**src/rtl/y86_state_loader.sv**
```systemverilog
// Debug-side architectural state injector: stalls the core, receives PC + eax..edi
// over valid/ready, then commits them. Optional frame checksum: Y86_LOADER_CHECKSUM_EN.
module y86_state_loader #(
    parameter int DRAIN_CYCLES = 4,
    parameter int WORD_W       = 32
) (
    input  logic              clk,
    input  logic              reset,
    input  logic              start,
    input  logic              abort,
    input  logic              in_valid,
    input  logic [WORD_W-1:0] in_data,
    output logic              in_ready,
    output logic              cpu_stall,
    output logic              rf_we,
    output logic [2:0]        rf_waddr,
    output logic [WORD_W-1:0] rf_wdata,
    output logic              pc_we,
    output logic [WORD_W-1:0] pc_wdata,
    output logic              busy,
    output logic              done,
    output logic              err
);

    // state  | meaning
    // IDLE   | waiting for start
    // HALT   | CPU stalled, letting the pipeline drain
    // RECV   | accepting frame words
    // COMMIT | writing r0..r7 (and PC in the first cycle)
    // DONE   | one-cycle completion pulse
    typedef enum logic [2:0] {S_IDLE, S_HALT, S_RECV, S_COMMIT, S_DONE} state_t;

`ifdef Y86_LOADER_CHECKSUM_EN
    localparam int FRAME_WORDS = 10;
`else
    localparam int FRAME_WORDS = 9;
`endif
    localparam logic [3:0] LAST_WORD  = 4'(FRAME_WORDS - 1);
    localparam logic [3:0] DRAIN_LOAD = 4'(DRAIN_CYCLES - 1);

    state_t            state, state_n;
    logic [3:0]        timer;
    logic [3:0]        word_cnt;
    logic [2:0]        cidx;
    logic [WORD_W-1:0] buffer [0:8];
    logic              xfer, last_xfer;

    assign xfer      = (state == S_RECV) && in_valid;
    assign last_xfer = xfer && (word_cnt == LAST_WORD);

`ifdef Y86_LOADER_CHECKSUM_EN
    logic [WORD_W-1:0] xor_acc;
    logic              err_q;
    logic              chk_bad;
    assign chk_bad = (xor_acc != in_data);
`endif

    always_comb begin
        state_n = state;
        case (state)
            S_IDLE:   if (start) state_n = S_HALT;
            S_HALT:   if (timer == 4'd0) state_n = S_RECV;
            S_RECV: begin
                if (last_xfer) begin
`ifdef Y86_LOADER_CHECKSUM_EN
                    state_n = chk_bad ? S_DONE : S_COMMIT;
`else
                    state_n = S_COMMIT;
`endif
                end
            end
            S_COMMIT: if (cidx == 3'd7) state_n = S_DONE;
            S_DONE:   state_n = S_IDLE;
            default:  state_n = S_IDLE;
        endcase
        if (abort && (state != S_IDLE)) state_n = S_IDLE;
    end

    always_ff @(posedge clk) begin
        if (reset) begin
            state    <= S_IDLE;
            timer    <= 4'd0;
            word_cnt <= 4'd0;
            cidx     <= 3'd0;
        end else begin
            state <= state_n;
            if (state == S_IDLE)
                timer <= DRAIN_LOAD;
            else if ((state == S_HALT) && (timer != 4'd0))
                timer <= timer - 4'd1;
            if (state != S_RECV)
                word_cnt <= 4'd0;
            else if (xfer)
                word_cnt <= word_cnt + 4'd1;
            if (state != S_COMMIT)
                cidx <= 3'd0;
            else
                cidx <= cidx + 3'd1;
        end
    end

`ifdef Y86_LOADER_CHECKSUM_EN
    always_ff @(posedge clk) begin
        if (reset) begin
            xor_acc <= '0;
            err_q   <= 1'b0;
        end else begin
            if (state != S_RECV)
                xor_acc <= '0;
            else if (xfer)
                xor_acc <= xor_acc ^ in_data;
            if (state == S_IDLE)
                err_q <= 1'b0;
            else if (last_xfer)
                err_q <= chk_bad;
        end
    end
    assign err = (state == S_DONE) && err_q;
`else
    assign err = 1'b0;
`endif

    // The checksum word (index 9) is only folded into xor_acc, never stored.
    always_ff @(posedge clk) begin
        if (xfer && (word_cnt <= 4'd8))
            buffer[word_cnt] <= in_data;
    end

    assign in_ready  = (state == S_RECV);
    assign cpu_stall = (state != S_IDLE);
    assign busy      = (state != S_IDLE);
    assign done      = (state == S_DONE);
    assign rf_we     = (state == S_COMMIT);
    assign rf_waddr  = (state == S_COMMIT) ? cidx : 3'd0;
    assign rf_wdata  = (state == S_COMMIT) ? buffer[{1'b0, cidx} + 4'd1] : '0;
    assign pc_we     = (state == S_COMMIT) && (cidx == 3'd0);
    assign pc_wdata  = pc_we ? buffer[0] : '0;

endmodule

```
**config.mk**
```make
export PLATFORM = sky130hd
export DESIGN_NAME = y86_state_loader
export DESIGN_NICKNAME = d
export VERILOG_FILES = /design/src/rtl/y86_state_loader.sv
export SDC_FILE = /design/constraint.sdc
export NUM_CORES = 1
export LEC_CHECK = 0
export ABC_AREA = 1
export CAP_MARGIN = 20
export CELL_PAD_IN_SITES_DETAIL_PLACEMENT = 1
export CELL_PAD_IN_SITES_GLOBAL_PLACEMENT = 2
export CORE_UTILIZATION = 35
export CTS_CLUSTER_SIZE = 20
export DETAILED_ROUTE_END_ITERATION = 6
export PLACE_DENSITY_LB_ADDON = 0.1
export SLEW_MARGIN = 20
export SYNTH_ARGS = -nofsm -noshare
export SYNTH_HDL_FRONTEND = slang
export SYNTH_SLANG_ARGS = --single-unit
```
**constraint.sdc**
```tcl
create_clock -name clk -period 3.3 [get_ports clk]
set_input_delay 0.495 -clock clk [delete_from_list [all_inputs] [get_ports clk]]
set_output_delay 0.495 -clock clk [all_outputs]
set_load 0.005 [all_outputs]
```
==> qor.yml <==
power_mw: 8.950
multi_input_area_um2: 3127
die_area_um2: 37380
dp_cells: 1701
grt_overflow: 0
port_buffers: 109
worstHoldPathType: "reg2reg"
register_area_um2: 8932
fin_crit_ns: 3.168
final-max-slew-violation-count: 0
yosysTopAreaCell: "edfxtp_1"
p_leak_nw: 5.885
vias: 8626
clock_path_buffers: 3
relSlewSlack_pct: 40.40
synth.cell_area_um2: 12810
n_antenna_cell: 0
fp.dieH_um: 193.3
drtIter0Drc: 427
fp-row-count: 69
yosys-top-cells-area: "edfxtp_1 (67%), nand2_1 (9.5%), nand3_1 (9.1%), nor2_1 (3.5%), inv_1 (2.8%)"
htreeDepth: 2
fin_skew_ns: 0.01023
crit_fanout: 20
fmax_mhz: 315.7
routed_wl_um: 33880
ios: 111
dp_slack_ns: 0.6451
grt_pass1_vias: 9193
synth_top_area_share_pct: 67.49
path_class: "reg2out"
critPathLaunchType: "flip-flop"
ys_dominant_reg_cell: "edfxtp_1"
yosysSeqAreaShare_pct: 69.67
cts_setup_buffers: 0
nFillCells: 3860
avgSynthCellArea_um2: 10.97
drive_gt1_share_pct: 6.687
cap_violations: 0
dp_hpwl_um: 18960
power.density_nw_per_um2: 579.4
via_per_inst: 4.896
post-route-period-util_pct: 96.00
clockRootBuffer: "clkbuf_16"
routabilityCongestion: 0.6872
coreArea_um2: 35830
chipWidth_um: 193.3
antenna_found_initial: 0
clkTransAtPathRegs_ns: 0.06
hold_viol: 0
insertion_delay_ns: 0.50
worstMarginPinSlew_ns: 0.8927
syn-instance-count: 1168
fin_cells: 1762
worst_slack_ns: 0.1320
ys_types: 24
grt_usage_pct: 18.42
ys_ff_latch: 302
synth_warnings: 0
fin_nets: 1323
grt_setup_unrepaired: "no"
finalSetupViolCount: 0
remaining_drc_errors: 6
synth_commonest_cells: "nand2_1 (323), edfxtp_1 (288), nand3_1 (232)"
synthArstFlopShare_pct: 0
ant_nets: 0
ir_worst_vdd_mv: 0.3849
grt_max_degree: 130
violations: "DRC"
cp.required_ns: 2.80
cts_resized: 0
worstPathArrival_ns: 2.67
initial_core_util_pct: 35.77
dr.pass1.iters: 7
syn_to_final_growth_pct: 20.55
cts_tree: "done"
cts.sinks: 302
grt_pass1_wl_um: 53210
synth_edf_count: 288
worstSetupEndpointType: "output port"
syn_nets: 1213
cts_hold_buf: 0
numCtsBuffers: 36
whs_ns: 0.4740
wl_per_cell_um: 19.23
status: "finished, violations left"
synth_most_common_cell: "nand2_1"
==> layout by cell type, fill, tap and decap left out <==
master and n:
clkinv_2 5, nor2_4 4, inv_2 2, buf_12 10
o21ai_0 4, inv_4 1, nor2_1 115, nor3_4 2
o21a_1 1, ha_1 7, clkbuf_1 10, nand3_2 2
dfxtp_4 1, nand4_1 1, xor2_1 1, clkbuf_16 37
inv_1 94, nand2_1 323, nand3_1 232, ha_2 1
clkdlybuf4s50_1 109, buf_4 17, clkinv_1 8, clkinv_4 1
a21oi_1 6, nor3_2 4, edfxtp_1 288, nor3_1 1
dfxtp_1 13, conb_1 1
==> cell families after synthesis <==
group	count (synthesis)	synth area share (%)
and+or+nand+nor	684	22.54
DFF	302	69.67
buffers and inverters	161	6.454
AOI/OAI and AO/OA	11	0.4492
adders and majority gates	8	0.7811
xor gates and xnor gates	1	0.06836
other	1	0.02926
==> final timing paths <==
path,startpoint,endpoint,slack (ns),depth (start not counted)
setup / recovery,cidx[0],rf_wdata[8],0.13,9
setup reg to reg,state[2],buffer[3][14],1.34,6
hold / removal,timer[3],timer[3],0.47,2
hold reg to reg,timer[3],timer[3],0.47,2
==> state kept, by name (all words and copies together), names as in the netlist <==
| register | count |
|---|---|
| buffer | 288 |
| cidx | 3 |
| state | 3 |
| timer | 4 |
| word_cnt | 4 |
==> per-stage QoR <==
stage / util (%) / area (um2) / TNS, ns
after floorplan: - / 12820 / -29.77
after global placement: 40.25 / 14420 / 0
after detailed placement: 40.25 / 14420 / 0
after CTS: 43.12 / 15450 / 0
after global routing: 43.12 / 15450 / 0
final: 43.12 / 15450 / 0
==> critical path: stages (launching register included) <==
cell	delay [ns]
dfxtp_4	0.37
ha_1	0.20
ha_1	0.31
inv_1	0.09
buf_4	0.33
nand3_1	0.12
nand3_1	0.08
nand2_1	0.11
inv_1	0.07
clkdlybuf4s50_1	0.49
==> power breakdown <==
part           switching (mW)  internal (mW)  total [mW]
Sequential             0.0446           4.28        4.33
Clock                    1.47           2.04        3.52
Combinational           0.680          0.425        1.11
==> layout make-up <==
class	count	share of cell area, %
Clock buffer	47	6.236
Clock inverter	14	0.4131
Inverter	97	2.373
Multi-Input combinational cell	705	20.24
Sequential cell	302	57.82
Tap cell	461	3.734
Timing Repair Buffer	136	9.184
==> metal layers <==
metal  share of wire (%)  track usage (%)
met5                   0                0
met4                 1.6            4.800
met3                 4.1            2.702
met2                  49            31.94
met1                  46            24.12
Power figures use the tool's default switching activity.
